[config.mk]
export PLATFORM = sky130hd
export DESIGN_NAME = memory_arbiter_flat
export DESIGN_NICKNAME = d
export VERILOG_FILES = /design/src/rtl/memory_arbiter_if.sv /design/src/rtl/memory_arbiter.sv /design/src/flat_wrapper.sv
export SDC_FILE = /design/constraint.sdc
export NUM_CORES = 1
export LEC_CHECK = 0
export ABC_CLOCK_PERIOD_IN_PS = 6300
export BUFFER_PORTS_ARGS = -buffer_cell sky130_fd_sc_hd__buf_2
export CELL_PAD_IN_SITES_DETAIL_PLACEMENT = 1
export CELL_PAD_IN_SITES_GLOBAL_PLACEMENT = 2
export CORE_MARGIN = 2
export CORE_UTILIZATION = 28
export CTS_CLUSTER_SIZE = 16
export DETAILED_ROUTE_END_ITERATION = 8
export MAX_ROUTING_LAYER = met4
export PLACE_DENSITY_LB_ADDON = 0.25
export SLEW_MARGIN = 30
export SYNTH_ARGS = -nofsm -noshare
export SYNTH_HDL_FRONTEND = slang
export SYNTH_SLANG_ARGS = --single-unit
[constraint.sdc]
create_clock -name CLK -period 6.3 [get_ports CLK]
set_input_delay 1.26 -clock CLK [delete_from_list [all_inputs] [get_ports CLK]]
set_output_delay 1.26 -clock CLK [all_outputs]
set_load 0.05 [all_outputs]
[src/rtl/memory_arbiter_if.sv]
// memory_arbiter_if
//   Bundles the cache-side request/wait handshakes and the single RAM port
//   that memory_arbiter sits between.
//
//   Signals
//     iREN, iaddr          instruction read request and address
//     iwait, iload         instruction response (iwait low for one cycle)
//     dREN, dWEN           data read / write requests
//     daddr, dstore        data address and write data
//     dwait, dload         data response (dwait low for one cycle)
//     ramREN, ramWEN       RAM read / write strobes
//     ramaddr, ramstore    RAM address and write data
//     ramload, ramstate    RAM read data and status (FREE/BUSY/ACCESS/ERROR)
//     memerr               sticky error flag
//
//   Modports
//     master  the arbiter: consumes requests and RAM status, drives
//             responses, strobes and the error flag
//     slave   the surrounding cache and RAM model
interface memory_arbiter_if;
  logic        iREN;
  logic [31:0] iaddr;
  logic        iwait;
  logic [31:0] iload;
  logic        dREN;
  logic        dWEN;
  logic [31:0] daddr;
  logic [31:0] dstore;
  logic        dwait;
  logic [31:0] dload;
  logic        ramREN;
  logic        ramWEN;
  logic [31:0] ramaddr;
  logic [31:0] ramstore;
  logic [31:0] ramload;
  logic [1:0]  ramstate;
  logic        memerr;

  modport master (
    input  iREN, iaddr, dREN, dWEN, daddr, dstore, ramload, ramstate,
    output iwait, iload, dwait, dload, ramREN, ramWEN, ramaddr, ramstore, memerr
  );

  modport slave (
    output iREN, iaddr, dREN, dWEN, daddr, dstore, ramload, ramstate,
    input  iwait, iload, dwait, dload, ramREN, ramWEN, ramaddr, ramstore, memerr
  );
endinterface

[src/rtl/memory_arbiter.sv]
// memory_arbiter
//   Arbitrates the cache's instruction-fetch and data requests onto one RAM
//   port. Each access is a multi-cycle transaction: grant in IDLE, strobe
//   the RAM until it reports ACCESS (or ERROR / timeout), then a one-cycle
//   response pulse in RESP. Data requests win over instruction fetches,
//   except that an instruction fetch that was kept waiting behind a data
//   transaction is served next (ifirst). A transaction that sees ERROR or
//   runs TIMEOUT strobe cycles without ACCESS is aborted, reads return
//   ERRWORD, and the sticky memerr flag is raised until reset.
//
//   Ports
//     CLK    clock, all state changes on the rising edge
//     nRST   synchronous active-low reset
//     bus    memory_arbiter_if.master (requests, responses, RAM port, memerr)
//
//   Parameters
//     TIMEOUT  strobe cycles allowed without ACCESS before abort
//     ERRWORD  read data returned by an aborted read
module memory_arbiter #(
  parameter int unsigned TIMEOUT = 15,
  parameter logic [31:0] ERRWORD = 32'hBAD1BAD1
) (
  input logic              CLK,
  input logic              nRST,
  memory_arbiter_if.master bus
);

  localparam int unsigned CNT_W = (TIMEOUT < 1) ? 1 : $clog2(TIMEOUT + 1);
  localparam logic [CNT_W-1:0] CNT_MAX = CNT_W'(TIMEOUT);

  localparam logic [1:0] RS_ERROR  = 2'd3;
  localparam logic [1:0] RS_ACCESS = 2'd2;

  typedef enum logic [2:0] {
    IDLE,
    IRD,
    DRD,
    DWR,
    RESP
  } state_t;

  state_t           state;
  state_t           gnt;
  logic             own_d;      // response owner: 1 = data side, 0 = instruction side
  logic             ifirst;     // instruction fetch was held off by a data transaction
  logic             memerr_q;
  logic [CNT_W-1:0] cnt;
  logic [31:0]      addr_q;
  logic [31:0]      store_q;
  logic [31:0]      iload_q;
  logic [31:0]      dload_q;
  logic             iwait_q;
  logic             dwait_q;
  logic             ren_q;
  logic             wen_q;
  logic             ram_ok;
  logic             ram_abort;

  // IDLE returns "no grant"; ifirst overrides the normal data-first order,
  // and a simultaneous read+write request is treated as a write.
  function automatic state_t arbitrate(input logic ifirst_f, input logic iren,
                                       input logic dren, input logic dwen);
    state_t g;
    g = IDLE;
    if (ifirst_f && iren) g = IRD;
    else if (dwen)        g = DWR;
    else if (dren)        g = DRD;
    else if (iren)        g = IRD;
    return g;
  endfunction

  always_comb begin
    gnt       = arbitrate(ifirst, bus.iREN, bus.dREN, bus.dWEN);
    ram_ok    = (bus.ramstate == RS_ACCESS);
    ram_abort = !ram_ok && ((bus.ramstate == RS_ERROR) || (cnt == CNT_MAX));
  end

  always_ff @(posedge CLK) begin
    if (!nRST) begin
      state    <= IDLE;
      own_d    <= 1'b0;
      ifirst   <= 1'b0;
      memerr_q <= 1'b0;
      cnt      <= '0;
      addr_q   <= '0;
      store_q  <= '0;
      iload_q  <= '0;
      dload_q  <= '0;
      iwait_q  <= 1'b1;
      dwait_q  <= 1'b1;
      ren_q    <= 1'b0;
      wen_q    <= 1'b0;
    end else begin
      // Strobes and wait pulses are re-asserted explicitly by the state
      // that wants them; everything else drops them.
      iwait_q <= 1'b1;
      dwait_q <= 1'b1;
      ren_q   <= 1'b0;
      wen_q   <= 1'b0;

      case (state)
        IDLE: begin
          if (gnt != IDLE) begin
            // Everything the transaction needs is captured here so that
            // request inputs may change or drop while it is in flight.
            state   <= gnt;
            cnt     <= '0;
            addr_q  <= (gnt == IRD) ? bus.iaddr : bus.daddr;
            store_q <= bus.dstore;
            own_d   <= (gnt != IRD);
            ren_q   <= (gnt != DWR);
            wen_q   <= (gnt == DWR);
            if (gnt == IRD) ifirst <= 1'b0;
          end
        end

        IRD, DRD, DWR: begin
          if (ram_ok || ram_abort) begin
            state   <= RESP;
            iwait_q <= own_d;
            dwait_q <= !own_d;
            if (ram_ok) begin
              if (state == IRD) iload_q <= bus.ramload;
              if (state == DRD) dload_q <= bus.ramload;
            end else begin
              memerr_q <= 1'b1;
              if (state == IRD) iload_q <= ERRWORD;
              if (state == DRD) dload_q <= ERRWORD;
            end
            // A fetch that waited through this data access goes next.
            if (own_d && bus.iREN) ifirst <= 1'b1;
          end else begin
            cnt   <= cnt + 1'b1;
            ren_q <= (state != DWR);
            wen_q <= (state == DWR);
          end
        end

        RESP: begin
          state <= IDLE;
        end

        default: begin
          state <= IDLE;
        end
      endcase
    end
  end

  assign bus.iwait    = iwait_q;
  assign bus.iload    = iload_q;
  assign bus.dwait    = dwait_q;
  assign bus.dload    = dload_q;
  assign bus.ramREN   = ren_q;
  assign bus.ramWEN   = wen_q;
  assign bus.ramaddr  = addr_q;
  assign bus.ramstore = store_q;
  assign bus.memerr   = memerr_q;

endmodule

[src/flat_wrapper.sv]
// flat-port wrapper written by rule: the top's interface ports become plain ports
module memory_arbiter_flat 
#(
  parameter int unsigned TIMEOUT = 15,
  parameter logic [31:0] ERRWORD = 32'hBAD1BAD1
)
  (CLK, nRST, bus_iREN, bus_iaddr, bus_dREN, bus_dWEN, bus_daddr, bus_dstore, bus_ramload, bus_ramstate, bus_iwait, bus_iload, bus_dwait, bus_dload, bus_ramREN, bus_ramWEN, bus_ramaddr, bus_ramstore, bus_memerr);
  memory_arbiter_if bus_i ();
  input logic CLK;
  input logic nRST;
  input wire logic [$bits(bus_i.iREN)-1:0] bus_iREN;
  input wire logic [$bits(bus_i.iaddr)-1:0] bus_iaddr;
  input wire logic [$bits(bus_i.dREN)-1:0] bus_dREN;
  input wire logic [$bits(bus_i.dWEN)-1:0] bus_dWEN;
  input wire logic [$bits(bus_i.daddr)-1:0] bus_daddr;
  input wire logic [$bits(bus_i.dstore)-1:0] bus_dstore;
  input wire logic [$bits(bus_i.ramload)-1:0] bus_ramload;
  input wire logic [$bits(bus_i.ramstate)-1:0] bus_ramstate;
  output wire logic [$bits(bus_i.iwait)-1:0] bus_iwait;
  output wire logic [$bits(bus_i.iload)-1:0] bus_iload;
  output wire logic [$bits(bus_i.dwait)-1:0] bus_dwait;
  output wire logic [$bits(bus_i.dload)-1:0] bus_dload;
  output wire logic [$bits(bus_i.ramREN)-1:0] bus_ramREN;
  output wire logic [$bits(bus_i.ramWEN)-1:0] bus_ramWEN;
  output wire logic [$bits(bus_i.ramaddr)-1:0] bus_ramaddr;
  output wire logic [$bits(bus_i.ramstore)-1:0] bus_ramstore;
  output wire logic [$bits(bus_i.memerr)-1:0] bus_memerr;
  assign bus_i.iREN = bus_iREN;
  assign bus_i.iaddr = bus_iaddr;
  assign bus_i.dREN = bus_dREN;
  assign bus_i.dWEN = bus_dWEN;
  assign bus_i.daddr = bus_daddr;
  assign bus_i.dstore = bus_dstore;
  assign bus_i.ramload = bus_ramload;
  assign bus_i.ramstate = bus_ramstate;
  assign bus_iwait = bus_i.iwait;
  assign bus_iload = bus_i.iload;
  assign bus_dwait = bus_i.dwait;
  assign bus_dload = bus_i.dload;
  assign bus_ramREN = bus_i.ramREN;
  assign bus_ramWEN = bus_i.ramWEN;
  assign bus_ramaddr = bus_i.ramaddr;
  assign bus_ramstore = bus_i.ramstore;
  assign bus_memerr = bus_i.memerr;
  memory_arbiter #(.TIMEOUT(TIMEOUT), .ERRWORD(ERRWORD)) u_core (.CLK(CLK), .nRST(nRST), .bus(bus_i));
endmodule
==> metrics.csv, run 1 <==
metric,value,unit
clock sinks,142,
Critical Path RT,6.65,ns
initial antenna violation count,1,
Starting DRT DRC Count,181,
Post-Synth XOR/XNOR Area,0.4620,%
clk slew on worst S/H paths,0.06,ns
Slew HR,42.44,%
final worst slack,3.269,ns
setup TNS,0,ns
"Worst Path Class, Setup",in2reg,
CTS tree,yes,
DR vias,5333,
Final Cycle Share,48.10,%
WP data arrival,3.38,ns
leak pwr,4.160,nW
Clock Path Buffers,2,
first-pass GRT wire length,28640,um
Die X,146.5,um
"area leader, netlist",dfxtp_1,
post-DP HPWL,12620,um
Post-Synth Adder-Cell Area,0.8801,%
Routed Antenna Nets,0,
mux share of post-synthesis cell area,5.633,%
die footprint,0.02147,mm^2
GR Overflow Total,0,
PD cells,367.5,mW/mm^2
crit path launch type,primary input,
Synth Warn #,0,
share of power burned in registers,36.7,%
Clock power frac,36.4,%
unique cell type count in the Yosys netlist,38,
Starting Density,28.29,%
Final setup viols,0,
vias in the first global route,5631,
Psw,1.030,mW
Avg Inst Size Synth,9.247,um^2
post_cts resized,0,
total setup buffers inserted after CTS,0,
CP Capture Type,flop,
final core utilization,38.85,%
leading post-synthesis cells by cell area,"dfxtp_1, o211a_1, nand2_1",
"Hold Vio Cnt, Final",0,
Hold WC Path Type,reg2reg,
"Slew Viols, Final",0,
layout cells sized above 1,36.07,%
GP Congestion,0.7336,
Via density,4.695,
Seq. cell area,0.002843,mm^2
Comb pwr share,26.9,%
Least-Margin Pin Slew,0.8634,ns
fmax,330.0,MHz
# H-tree levels,4,
sw frac,35.87,%
part of the Yosys area used for sequential elements,49.99,%
"Clk Latency, worst-skew pair",0.42,ns
RSZ-0062 raised after global routing,no,
setup slack at placement,2.574,ns
Worst Skew,0.009915,ns
Synth Area in Compound Gates,20.62,%
largest family of logic cells by synthesized area,compound AO/OA/AOI/OAI gates,
cell internal pwr,1.841,mW
Routed Wire Length,17750,um
Pre-antenna DRT Iters,4,
Max-Cap Viols,0,
Multi-input gate area,0.002592,mm^2
CORE AREA,0.02010,mm^2
num rows,52,
drt wl/cell,15.62,um
Yosys top cell area share,49.99,%
largest net degree at the start of global routing,100,
"Net Count, Synth",754,
Yosys reg bits,142,
number of remaining DRC errors,0,
Area growth syn-to-layout,37.34,%
fin crit period,3.031,ns
Worst VDD drop,165.0,uV
root buf cell,clkbuf_16,
hold slack,0.4287,ns
status,finished clean,
gr usage total,17.08,%
Synth Instances,615,
CP max FO,34,
IO Pins,268,
"commonest non-fill, non-tap cell in the layout",buf_2,
# hold bufs at CTS,0,
cell area after synthesis,0.005687,mm^2
simple logic cell fraction of the synthesized area,17.65,%
Layout Nets,991,
cts bufs inserted,17,
most frequent cells in the layout,"buf_2, nand2_1, dfxtp_1, o211a_1, mux2i_1",
# fillers,2402,
DIE HEIGHT,146.5,um
PortBufs,267,
==> path summary, 6_finish.rpt <==
path / startpoint / end / slack (ns) / cells past startpoint
hold / removal: u_core.own_d / u_core.bus.dwait / 0.43 / 1
setup reg to reg: u_core.state[1] / u_core.bus.dload[4] / 3.88 / 5
hold reg to reg: u_core.own_d / u_core.bus.dwait / 0.43 / 1
setup / recovery: bus_dWEN / u_core.ifirst / 3.27 / 7
==> critical path, cell delays in order <==
cell and delay [ns]:
buf_2 0.11, o21ai_0 0.50, ha_4 0.63, or4b_2 0.62
o21ai_0 0.09, a21oi_1 0.09, nor2_1 0.08
==> cell type report <==
type	instances	share of cell area, %
sequential	142	36.40
multi-input combinational	416	33.19
timing repair buffer	273	18.02
clock buffer	18	5.623
tap	270	4.326
clock inverter	14	2.307
inverter	2	0.09612
antenna	1	0.03204
==> logic make-up (layout without fill, tap and decap cells) <==
logic type | Yosys count | after routing
XOR/XNOR | 3 | 3
AND/OR/NAND/NOR | 235 | 235
other | 0 | 1
buffers and inverters | 57 | 307
flip-flops | 142 | 142
adder cells (fa/ha/maj) | 4 | 4
AO/OA/AOI/OAI | 142 | 142
multiplexers | 32 | 32
==> stage by stage <==
stage	area (um^2)	total power [mW]	cells
6_report	7810	2.870	1136
5_1_grt	7810	3.019	1136
4_1_cts	7794	2.918	1135
3_5_place_dp	7174	1.855	1103
3_3_place_gp	7144	1.830	1102
2_1_floorplan	5687	1.645	615
==> metal layers <==
layer | up-vias | routed length [um] | global-route usage [%]
met2 | 157 | 8926 | 29.83
met1 | 2550 | 7654 | 19.32
li1 | 2605 | - | -
met4 | 0 | 308 | 5.777
met3 | 21 | 857 | 3.813
met5 | - | 0 | -
==> cells in the mapped netlist (all sizes together) <==
master and n:
a21boi 33, a21oi 5, a31o 1, a31oi 1, and2 1, buf 30
clkbuf 25, dfxtp 142, ha 4, inv 2, mux2i 32, nand2 168
nand2b 4, nand3 16, nand3b 3, nor2 30, nor2b 2, nor3 2
nor4 3, nor4b 1, o211a 66, o211ai 1, o21a 1, o21ai 5
o22ai 28, o41ai 1, or3b 2, or4 2, or4b 1, xnor2 3
==> power by group through the flow <==
stage / clock network [mW] / logic [mW] / registers [mW]
5_1_grt: 1.12 / 0.827 / 1.07
2_1_floorplan: 0 / 0.258 / 1.39
6_report: 1.04 / 0.772 / 1.05
3_5_place_dp: 0 / 0.782 / 1.07
3_3_place_gp: 0 / 0.764 / 1.07
4_1_cts: 1.08 / 0.783 / 1.05
==> flip-flops by register name (all words and copies together) (netlist names) <==
signal,cells
u_core.state,3
u_core.bus.ramaddr,32
u_core.bus.dload,32
u_core.ifirst,1
u_core.bus.ramstore,32
u_core.cnt,4
u_core.bus.ramREN,1
u_core.own_d,1
u_core.bus.ramWEN,1
u_core.bus.iload,32
u_core.bus.dwait,1
u_core.bus.memerr,1
u_core.bus.iwait,1
Power figures use the tool's default switching activity.
==> run 2, diff against run 1 <==
Settings changed: ABC_AREA from default to 1, ABC_CLOCK_PERIOD_IN_PS 6300 to 2550, CORE_UTILIZATION 28 to 22.
Clock period 6.3 ns to 2.55 ns, I/O delays scaled along.
==> run 2 against run 1 <==
Compared with the run above: hold slack worse by 0.12 ns; synthesized area decreased by 0.77%; sequential share of layout area fell by 0.43 points; largest cell class unchanged; non-clock buffer count rose by 10; total power rose to 3.0 times the previous value; via count rose by 9.5%; critical path depth did not move; sequential power increased to 2.7 times the previous value; final cell count grew 18%.
==> metrics.csv, run 2 <==
metric,value,unit
status,finished clean,
"Clk Latency, worst-skew pair",0.42,ns
"commonest non-fill, non-tap cell in the layout",buf_2,
Starting DRT DRC Count,147,
Clock power frac,29.9,%
die footprint,0.02695,mm^2
first-pass GRT wire length,32840,um
Synth Instances,748,
fin crit period,1.874,ns
Clock Path Buffers,2,
initial antenna violation count,1,
Yosys reg bits,142,
leak pwr,3.723,nW
number of remaining DRC errors,0,
Pre-antenna DRT Iters,4,
cts bufs inserted,17,
clock sinks,142,
setup TNS,0,ns
Avg Inst Size Synth,7.544,um^2
Starting Density,22.41,%
Synth Flop Type,dfxtp_1,
Seq. cell area,0.002843,mm^2
CORE AREA,0.02518,mm^2
IO Pins,268,
drt wl/cell,15.44,um
num rows,58,
Via density,4.363,
cell area after synthesis,0.005643,mm^2
cell internal pwr,4.859,mW
Comb pwr share,36.8,%
clk slew on worst S/H paths,0.07,ns
unique cell type count in the Yosys netlist,26,
# H-tree levels,4,
leading post-synthesis cells by cell area,"dfxtp_1, nor2_1, a21oi_1",
"area leader, netlist",dfxtp_1,
fmax,533.8,MHz
part of the Yosys area used for sequential elements,50.38,%
RSZ-0062 raised after global routing,no,
"Slew Viols, Final",0,
Max-Cap Viols,0,
Slew HR,55.44,%
gr usage total,15.97,%
# fillers,3112,
"Hold Vio Cnt, Final",0,
Final Cycle Share,73.47,%
DIE HEIGHT,164.2,um
Worst VDD drop,473.2,uV
PD cells,1076,mW/mm^2
final core utilization,31.38,%
post-DP HPWL,14140,um
most frequent cells in the layout,"buf_2, nor2_1, dfxtp_1, nand2_1, a21oi_1",
Synth Warn #,0,
CTS tree,yes,
"Worst Path Class, Setup",reg2reg,
Least-Margin Pin Slew,0.6676,ns
GP Congestion,0.7366,
sw frac,42.87,%
"EDFF count, synth",0,
layout cells sized above 1,33.96,%
Routed Antenna Nets,0,
PortBufs,267,
Yosys top cell area share,50.38,%
ys async rst share,0,%
# hold bufs at CTS,0,
Routed Wire Length,20650,um
DR vias,5838,
Critical Path RT,2.85,ns
root buf cell,clkbuf_16,
Area growth syn-to-layout,40.04,%
Layout Nets,1133,
Multi-input gate area,0.002432,mm^2
share of power burned in registers,33.3,%
WP data arrival,2.18,ns
most frequent cells after synthesis,"nor2_1, dfxtp_1, nand2_1",
Worst Skew,0.01296,ns
Hold WC Path Type,in2reg,
Final setup viols,0,
crit path launch type,flop,
CP Capture Type,flop,
Psw,3.647,mW
total setup buffers inserted after CTS,0,
Die X,164.2,um
"Net Count, Synth",887,
most common cell in the netlist,nor2_1,
largest net degree at the start of global routing,58,
CP max FO,14,
GR Overflow Total,0,
post_cts resized,0,
vias in the first global route,6172,
-- run 2: changes by cell type in the layout (fill, tap and decap cells not counted), moves of 31 or more --
| cell | delta |
|---|---|
| nor2_1 | +129 |
| nand2_1 | -82 |
| a21oi_1 | +66 |
| o211a_1 | -66 |
| mux2i_1 | -32 |
| o21ai_1 | +63 |
| o21ai_0 | +63 |
| a31oi_1 | +31 |
-- run 2: metrics by stage --
step / std cells / hold slack, ns / power (mW) / cell area (um^2) / setup slack (ns)
final: 1338 / 0.3081 / 8.506 / 7903 / 0.6765
after detailed placement: 1305 / 0.4045 / 6.058 / 7305 / 0.4746
after global routing: 1338 / 0.2972 / 9.041 / 7903 / 0.3952
after global placement: 1305 / 0.4015 / 6.052 / 7305 / 0.5062
after floorplan: 748 / 0.3784 / 5.173 / 5643 / 0.8120
after CTS: 1337 / 0.2834 / 8.675 / 7900 / 0.5963
-- run 2: layout make-up --
class	count	share of cell area [%]
flip-flops and latches	142	35.97
multi-input cells	518	30.78
repair buffers	283	18.94
clock buffers	19	5.605
well taps	330	5.225
clock inverters	13	1.932
inverters	32	1.520
diodes	1	0.03167
-- run 2: cell families (layout without fill, tap and decap cells) --
| family | Yosys count | in the layout | synth area share, % |
|---|---|---|---|
| xor+xnor | 1 | 1 | 0.1552 |
| compound gates | 238 | 238 | 22.02 |
| flops | 142 | 142 | 50.38 |
| buf+inv | 88 | 347 | 6.563 |
| other cells | 0 | 1 | 0 |
| fa+ha+maj | 4 | 4 | 0.8870 |
| simple gates | 275 | 275 | 20.00 |
-- run 2: power by group through the flow --
stage	clock, mW	combinational [mW]	sequential, mW
2_1_floorplan	0	0.976	4.20
3_3_place_gp	0	3.18	2.87
3_5_place_dp	0	3.18	2.87
4_1_cts	2.65	3.19	2.83
5_1_grt	2.74	3.41	2.89
6_report	2.54	3.13	2.83
-- run 2: worst max-delay path, cell delays in order, from the launching register on --
cell and delay [ns]:
dfxtp_1 0.34, ha_1 0.24, nand3_1 0.13, nand2_2 0.24, nor2_1 0.41, nor2_1 0.17, o21bai_1 0.15, nor2_1 0.06
-- run 2: worst paths after layout --
path	start	end	slack (ns)	depth (start not counted)
min reg2reg	u_core.own_d	u_core.bus.dwait	0.44	1
min	bus_dstore[18]	u_core.bus.ramstore[18]	0.31	3
max reg2reg	u_core.cnt[0]	u_core.cnt[2]	0.68	7
max	u_core.cnt[0]	u_core.cnt[2]	0.68	7
-- run 2: metal layers --
metal	track usage, %	up-vias	share of wire (%)
met5	-	-	0
met4	4.187	0	1.1
met3	4.798	14	7.4
met2	25.98	170	46
met1	19.26	2690	45
li1	-	2964	-
==> run 3, diff against run 2 <==
Settings changed: ABC_AREA 1 to 0, ABC_CLOCK_PERIOD_IN_PS 2550 to 1700, CORE_UTILIZATION 22 to 23.
Clock period 2.55 ns to 1.7 ns, I/O delays scaled along.
==> run 3 against run 2 <==
Compared with the run above: the run now ends with negative setup slack left; total power grew 28%; register-to-register slack lost 0.70 ns; wire length shrank 11%; final cell count shrank 8.4%; critical path depth grew 2; non-clock buffer count grew 27; critical path type unchanged; largest power group is now registers.
==> metrics.csv, run 3 (synthesis gave the netlist of run 1 again) <==
metric,value,unit
status,"complete, but fails checks",
failing checks,negative setup slack,
CORE AREA,0.02432,mm^2
Starting DRT DRC Count,195,
WHS Endpoint,u_core.bus.ramstore[8],
CP Capture Type,flop,
most frequent cells in the layout,"buf_2, nand2_1, dfxtp_1, o211a_1, mux2i_1",
gr usage total,14.23,%
leak pwr,4.442,nW
PortBufs,267,
vias in the first global route,5279,
Final Cycle Share,101.4,%
number of remaining DRC errors,0,
fmax,579.9,MHz
"commonest non-fill, non-tap cell in the layout",buf_2,
# H-tree levels,4,
Diodes inserted,0,
# hold bufs at CTS,0,
PD cells,1287,mW/mm^2
"Worst Path Class, Setup",reg2reg,
Die X,161.2,um
Slew HR,75.67,%
IO Pins,268,
drt wl/cell,15.07,um
GP Congestion,0.7188,
Hold WC Path Type,in2reg,
area of placed instances,0.007642,mm^2
Clock Path Buffers,2,
Final setup viols,8,
DR vias,5365,
worst hold start,bus_dstore[8],
reg2reg setup slack,-0.02,ns
"Slew Viols, Final",0,
largest net degree at the start of global routing,44,
crit path launch type,flop,
hold slack,0.1580,ns
WP data arrival,2.04,ns
launch point of the worst reg-to-reg path,u_core.ifirst,
root buf cell,clkbuf_16,
DIE HEIGHT,161.2,um
Critical Path RT,2.01,ns
Routed Wire Length,18480,um
Least-Margin Pin Slew,0.3622,ns
CP max FO,7,
Hold Path Stages,3,
clk slew on worst S/H paths,0.07,ns
fin crit period,1.724,ns
r2r endpoint,u_core.bus.ramaddr[30],
initial antenna violation count,0,
Max-Cap Viols,0,
FF-to-FF path depth,9,
cts bufs inserted,17,
die footprint,0.02600,mm^2
final worst slack,-0.02433,ns
Starting Density,23.38,%
Worst VDD drop,436.1,uV
GR Overflow Total,0,
layout cells sized above 1,40.69,%
clock sinks,142,
Worst Skew,0.01082,ns
Via density,4.376,
Pre-antenna DRT Iters,4,
post-DP HPWL,13300,um
CTS tree,yes,
num rows,57,
"Clk Latency, worst-skew pair",0.42,ns
fin area,0.008456,mm^2
Routed Antenna Nets,0,
first-pass GRT wire length,28590,um
Layout Nets,1028,
"Hold Vio Cnt, Final",0,
Area growth syn-to-layout,48.69,%
"Power, Total",10.88,mW
RSZ-0062 raised after global routing,yes,
[run 3: cell count changes in the layout (fill, tap and decap cells not counted), moves of 32 or more]
| cell | before | now |
|---|---|---|
| o21ai_1 | 64 | 1 |
| a31oi_1 | 32 | 0 |
| a21oi_1 | 71 | 4 |
| nand2_1 | 86 | 160 |
| o21ai_0 | 67 | 2 |
| nor2_1 | 157 | 28 |
| o211a_1 | 0 | 66 |
[run 3: critical path, stage by stage (launching register included)]
cell and delay (ns):
dfxtp_4 0.36, nand2b_4 0.13, a21oi_4 0.07, ha_4 0.18
nor4_4 0.29, buf_12 0.18, buf_12 0.13, buf_12 0.11
nand2_1 0.06, o211a_1 0.12
[run 3: worst max-delay path by stage]
stage                  start                endpoint  slack, ns  depth (start not counted)
2_1_floorplan  u_core.ifirst           u_core.ifirst     0.0008                          9
3_5_place_dp        bus_dWEN  u_core.bus.ramaddr[14]      -0.16                          8
5_1_grt        u_core.ifirst  u_core.bus.ramaddr[28]       -0.1                          9
6_report       u_core.ifirst  u_core.bus.ramaddr[30]      -0.02                          9
4_1_cts        u_core.ifirst           u_core.ifirst     -0.001                          8
3_3_place_gp        bus_dREN           u_core.cnt[2]      -0.13                          8
[run 3: area by class of cell]
type | count | area (um^2)
Fill cell | 2865 | 15860
Sequential cell | 142 | 2846
Multi-Input combinational cell | 416 | 2674
Timing Repair Buffer | 310 | 1956
Clock buffer | 20 | 466.7
Tap cell | 324 | 405.4
Clock inverter | 12 | 100.1
Inverter | 2 | 7.507
[run 3: stage by stage]
step | utilization [%] | cells | TNS [ns] | setup slack (ns)
floorplan | - | 615 | 0 | 0.0008394
global route | 34.77 | 1226 | -2.027 | -0.09669
global placement | 31.42 | 1187 | -5.844 | -0.1298
detailed placement | 31.42 | 1187 | -8.272 | -0.1645
finish | 34.77 | 1226 | -0.09730 | -0.02433
CTS | 33.84 | 1219 | -0.001473 | -0.001473
[run 3: where the power goes]
part,switching (mW),internal [mW]
combinational,2.25,1.17
sequential,0.177,3.69
clock,1.57,2.02
[run 3: layer usage]
metal	GRT usage [%]	routed length, um
met4	3.612	175
met5	-	0
met3	3.416	899
met2	23.33	8881
met1	17.66	8524
[run 3: repair_timing]
action	CTS	global route
buffers inserted	0	4
setup endpoints to repair	51	70
gates cloned	0	4
pin swaps	1	5
resized for setup	4	37
